## src/rtl/serial_subtractor.sv

```systemverilog
// Bit-serial WIDTH-bit subtractor (a - b): one bit per clock, LSB first, single borrow flop.
// Start/done handshake; result flags are updated only when the last bit has been produced.
module serial_subtractor #(
    parameter int WIDTH = 16
) (
    input  logic             clk,
    input  logic             rst_n,
    input  logic             start,
    input  logic [WIDTH-1:0] a,
    input  logic [WIDTH-1:0] b,
    output logic             busy,
    output logic             done,
    output logic [WIDTH-1:0] diff,
    output logic             borrow_out,
    output logic             overflow,
    output logic             zero
);

    localparam int CNT_W = (WIDTH > 1) ? $clog2(WIDTH) : 1;
    localparam logic [CNT_W-1:0] LAST_CNT = CNT_W'(WIDTH - 1);

    typedef enum logic [1:0] {
        IDLE = 2'd0,
        RUN  = 2'd1,
        DONE = 2'd2
    } state_t;

    state_t             state_reg, state_next;
    logic [WIDTH-1:0]   sa_reg, sa_next;
    logic [WIDTH-1:0]   sb_reg, sb_next;
    logic [WIDTH-1:0]   sr_reg, sr_next;
    logic               borrow_reg, borrow_next;
    logic [CNT_W-1:0]   cnt_reg, cnt_next;
    logic               a_msb_reg, a_msb_next;
    logic               b_msb_reg, b_msb_next;

    logic               busy_reg, busy_next;
    logic               done_reg, done_next;
    logic [WIDTH-1:0]   diff_reg, diff_next;
    logic               borrow_out_reg, borrow_out_next;
    logic               overflow_reg, overflow_next;
    logic               zero_reg, zero_next;

    // Single full-subtractor cell shared by every bit position.
    logic               bit_d;
    logic               bit_borrow;
    logic [WIDTH-1:0]   result_full;

    assign bit_d       = sa_reg[0] ^ sb_reg[0] ^ borrow_reg;
    assign bit_borrow  = (~sa_reg[0] & sb_reg[0]) | (~(sa_reg[0] ^ sb_reg[0]) & borrow_reg);
    assign result_full = {bit_d, sr_reg[WIDTH-1:1]};

    always_comb begin
        state_next      = state_reg;
        sa_next         = sa_reg;
        sb_next         = sb_reg;
        sr_next         = sr_reg;
        borrow_next     = borrow_reg;
        cnt_next        = cnt_reg;
        a_msb_next      = a_msb_reg;
        b_msb_next      = b_msb_reg;
        done_next       = 1'b0;
        diff_next       = diff_reg;
        borrow_out_next = borrow_out_reg;
        overflow_next   = overflow_reg;
        zero_next       = zero_reg;

        case (state_reg)
            IDLE: begin
                if (start) begin
                    sa_next     = a;
                    sb_next     = b;
                    a_msb_next  = a[WIDTH-1];
                    b_msb_next  = b[WIDTH-1];
                    borrow_next = 1'b0;
                    cnt_next    = '0;
                    state_next  = RUN;
                end
            end
            RUN: begin
                sa_next     = sa_reg >> 1;
                sb_next     = sb_reg >> 1;
                sr_next     = result_full;
                borrow_next = bit_borrow;
                cnt_next    = cnt_reg + CNT_W'(1);
                if (cnt_reg == LAST_CNT) begin
                    // Publish everything at once so partial results never reach the ports.
                    state_next      = DONE;
                    diff_next       = result_full;
                    borrow_out_next = bit_borrow;
                    overflow_next   = (a_msb_reg != b_msb_reg) && (bit_d != a_msb_reg);
                    zero_next       = (result_full == '0);
                    done_next       = 1'b1;
                end
            end
            DONE: begin
                state_next = IDLE;
            end
            default: begin
                state_next = IDLE;
            end
        endcase

        busy_next = (state_next != IDLE);
    end

    always_ff @(posedge clk or negedge rst_n) begin
        if (!rst_n) begin
            state_reg      <= IDLE;
            sa_reg         <= '0;
            sb_reg         <= '0;
            sr_reg         <= '0;
            borrow_reg     <= 1'b0;
            cnt_reg        <= '0;
            a_msb_reg      <= 1'b0;
            b_msb_reg      <= 1'b0;
            busy_reg       <= 1'b0;
            done_reg       <= 1'b0;
            diff_reg       <= '0;
            borrow_out_reg <= 1'b0;
            overflow_reg   <= 1'b0;
            zero_reg       <= 1'b0;
        end else begin
            state_reg      <= state_next;
            sa_reg         <= sa_next;
            sb_reg         <= sb_next;
            sr_reg         <= sr_next;
            borrow_reg     <= borrow_next;
            cnt_reg        <= cnt_next;
            a_msb_reg      <= a_msb_next;
            b_msb_reg      <= b_msb_next;
            busy_reg       <= busy_next;
            done_reg       <= done_next;
            diff_reg       <= diff_next;
            borrow_out_reg <= borrow_out_next;
            overflow_reg   <= overflow_next;
            zero_reg       <= zero_next;
        end
    end

    assign busy       = busy_reg;
    assign done       = done_reg;
    assign diff       = diff_reg;
    assign borrow_out = borrow_out_reg;
    assign overflow   = overflow_reg;
    assign zero       = zero_reg;

endmodule

```

## config.mk

```make
export PLATFORM = sky130hd
export DESIGN_NAME = serial_subtractor
export DESIGN_NICKNAME = d
export VERILOG_FILES = /design/src/rtl/serial_subtractor.sv
export SDC_FILE = /design/constraint.sdc
export NUM_CORES = 1
export LEC_CHECK = 0
export CAP_MARGIN = 5
export CORE_MARGIN = 2
export CORE_UTILIZATION = 45
export DETAILED_ROUTE_END_ITERATION = 7
export PLACE_DENSITY = 0.69
export SKIP_LAST_GASP = 1
export SYNTH_ARGS = -nofsm -noshare
export SYNTH_HDL_FRONTEND = slang
export SYNTH_SLANG_ARGS = --single-unit
export TNS_END_PERCENT = 30
```

## constraint.sdc

```tcl
create_clock -name clk -period 2.05 [get_ports clk]
set_clock_uncertainty 0.2 [all_clocks]
set_input_delay 0.3075 -clock clk [delete_from_list [all_inputs] [get_ports clk]]
set_output_delay 0.3075 -clock clk [all_outputs]
set_load 0.02 [all_outputs]
```

==> summary by stage <==
Status
The run finished with clean final reports.

Timing
The final critical path takes up 94.6% of the cycle. The minimum clock period is 1.94 ns. Hold is met by 0.243 ns. The total negative slack is 0 ns. The final worst setup slack is 0.110 ns.

The final hold violation count came to 0. At the pin with the least slew margin, the transition time is 0.442 ns. The max-slew violation total from the final report is 0. The headroom to the max-slew limit is 70.4%.

The number of endpoints failing setup at the final stage is 0. The fmax is 516 MHz. Setup repair after global routing left no endpoint under its margin.

Synth
The Yosys step of the flow raised 0 warnings. Synthesis produced 290 cells. A synthesized cell averages 11.5 um2. For this run, the leading register cell type out of synthesis is dfrtp_1.

The post-synthesis cell area is 3320 um2. The most instantiated library cell after synthesis is nand2_1. The biggest area contributor in the post-synthesis netlist is dfrtp_1. The flip-flop and latch count after synthesis is 77.

Yosys mapped a number of flops with a built-in enable equal to 0. The share of synthesized area occupied by flip-flops and latches is 58.0%. The share of the synthesized area in the top cell type is 58.0%. Counting flops with an async set or reset pin after synthesis yields a share of 100%. By area the synthesized netlist is led by dfrtp_1, nand2_1, mux2i_1, mux2_4, mux2_2. The count of unique library cells instantiated by Yosys is 33. When the netlist entered floorplanning its net count stood at 327. After synthesis, the most frequently instantiated cells are nand2_1, dfrtp_1, mux2i_1, o21ai_1, o21ai_0.

Floorplanning
The die is 90.0 um wide. The site row count is 31. The die area is 8090 um2. For this design the top-level I/O count stands at 56. The initial utilization of the core area, before any placement, comes to 46.1%.

The core region area is 7210 um2. The die is 90.0 um tall.

Placed design
After legalization and detailed placement, the total HPWL measured 4220 um. The placed cell count is 435. In this run the tool buffered the top-level ports with 55 buffer cells. Once placement finished, the instance area stood at 3990 um2. The congestion estimate from routability-driven global placement came to 0.734.

The placement-stage worst setup slack is 0.0549 ns.

Clocking
The number of gates resized after CTS was 0. The clock transition at the register clock pins on the worst setup and hold paths after CTS is 0.08 ns. Buffers inserted during clock tree synthesis total 9. The maximum buffer depth of the clock tree is 2. The root buffer cell is clkbuf_8. Counting every sink on the clock net gives 77. The H-tree was split into 3 levels. The clock insertion delay at the later pin of the skew report is 0.35 ns. TritonCTS built the clock tree.

Cells and area
From synthesis to final layout, the design area changed by 27.1%. The share of the core filled with cells is 58.6%. The share of layout cells above drive strength 1 is 14.1%. The count of antenna diodes in the layout is 0. The final net count is 387.

With fillers left out, the area of the finished cells amounts to 4220 um2. The finished layout holds 454 standard cells, fillers aside.

Route
The remaining routing DRC violations is 0. After detailed routing, the average wire length per cell comes to 13.5 um. After the first detailed-routing iteration, the DRC count stood at 105. The routed design has 6140 um of wire. The ratio of routed vias to standard cells is 4.97.

Summing over every cut layer, the via total after detailed routing is 2,257. The remaining antenna violation count after routing is 0. The number of detailed-routing iterations run before antenna repair is 4.

Hold path
In this run the worst hold path is classified as primary input to async pin.

Power
The worst-case IR drop observed on VDD is 489 uV. The leakage power summed over all cells is 1.85 nW. The total design power is 5.54 mW. The total power density per cell area is 1310 nW/um2.

Critical path
The capturing element type of the critical path is a register. Along the worst path, the maximum fanout reaches 4. The worst reg-to-reg setup slack is 0.11 ns. Data on the critical path is required at its endpoint by 2.11 ns. The data arrival time of the critical path is 2.00 ns.

The startpoint type of the worst setup path is a register. The type of the setup path with the least slack is register to register. The length in cells of the worst reg-to-reg path is 5.

Global routing
The via count of the first global-routing pass is 2,248. The first global-routing pass estimated 11,000 um of wire. The aggregate global routing overflow is 0. Entering global routing, the biggest net connects 61 pins. The number of antenna violations at the first check in global routing is 0. Global routing used 16.7% of the available tracks.

Run
The tool flagged a number of max-cap violations equal to 0.
## kinds of logic after synthesis
group | synth area share, %
adder cells (fa/ha/maj) | 0.979
flip-flops | 58.0
AND/OR/NAND/NOR | 12.6
XOR/XNOR | 0.264
multiplexers | 16.5
buffers and inverters | 4.29
AO/OA/AOI/OAI | 7.38
## timing repair
| item | in CTS | in global routing |
|---|---|---|
| setup endpoints to repair | 0 | 8 |
| hold buffers | 1 | 0 |
| hold endpoints to repair | 30 | 0 |
| buffers inserted | 0 | 2 |
## path summary, 6_finish.rpt
path | startpoint | endpoint
hold reg to reg | sa_reg[13]$_DFFE_PN0P_ | sa_reg[12]$_DFFE_PN0P_
max in group asynchronous | rst_n | sr_reg[2]$_DFFE_PN0P_
setup reg to reg | sb_reg[0]$_DFFE_PN0P_ | zero$_DFFE_PN0P_
hold / removal | rst_n | diff[9]$_DFFE_PN0P_
setup / recovery | sb_reg[0]$_DFFE_PN0P_ | zero$_DFFE_PN0P_
min in group clk | sa_reg[13]$_DFFE_PN0P_ | sa_reg[12]$_DFFE_PN0P_
## layer usage
metal | global-route usage (%) | up-vias | wire (um)
met4 | 5.77 | 0 | 70
met3 | 4.53 | 6 | 302
met2 | 24.7 | 49 | 2850
li1 | - | 1098 | -
met1 | 24.0 | 1104 | 2920
met5 | 0 | - | 0
## placed cells by master (no fill, tap or decap), drive strengths merged, types with 3 or more instances in the layout
cell type	count
nand2	81
dfrtp	77
clkdlybuf4s50	54
o21ai	37
mux2i	30
mux2	19
buf	11
clkbuf	9
inv	5
nor4	4
clkinv	3
## critical path: stages, from the launching register on
cell     delay (ns)
dfrtp_1        0.40
inv_1          0.08
fa_1           0.48
nor4_1         0.36
nand4_1        0.13
o31ai_1        0.19
## cell type report
class	instances	area [um2]
Clock buffer	9	124
Sequential cell	77	1930
Inverter	3	11.3
Multi-Input combinational cell	193	1270
Fill cell	627	2990
Tap cell	99	124
Timing Repair Buffer	66	696
Clock inverter	7	73.8
## power breakdown
part,internal (mW),switching (mW),total (mW)
Combinational,0.970,0.984,1.95
Sequential,2.06,0.380,2.44
Clock,0.568,0.570,1.14
Total,3.60,1.93,5.54
No activity file was read; power rests on OpenSTA's default activity.
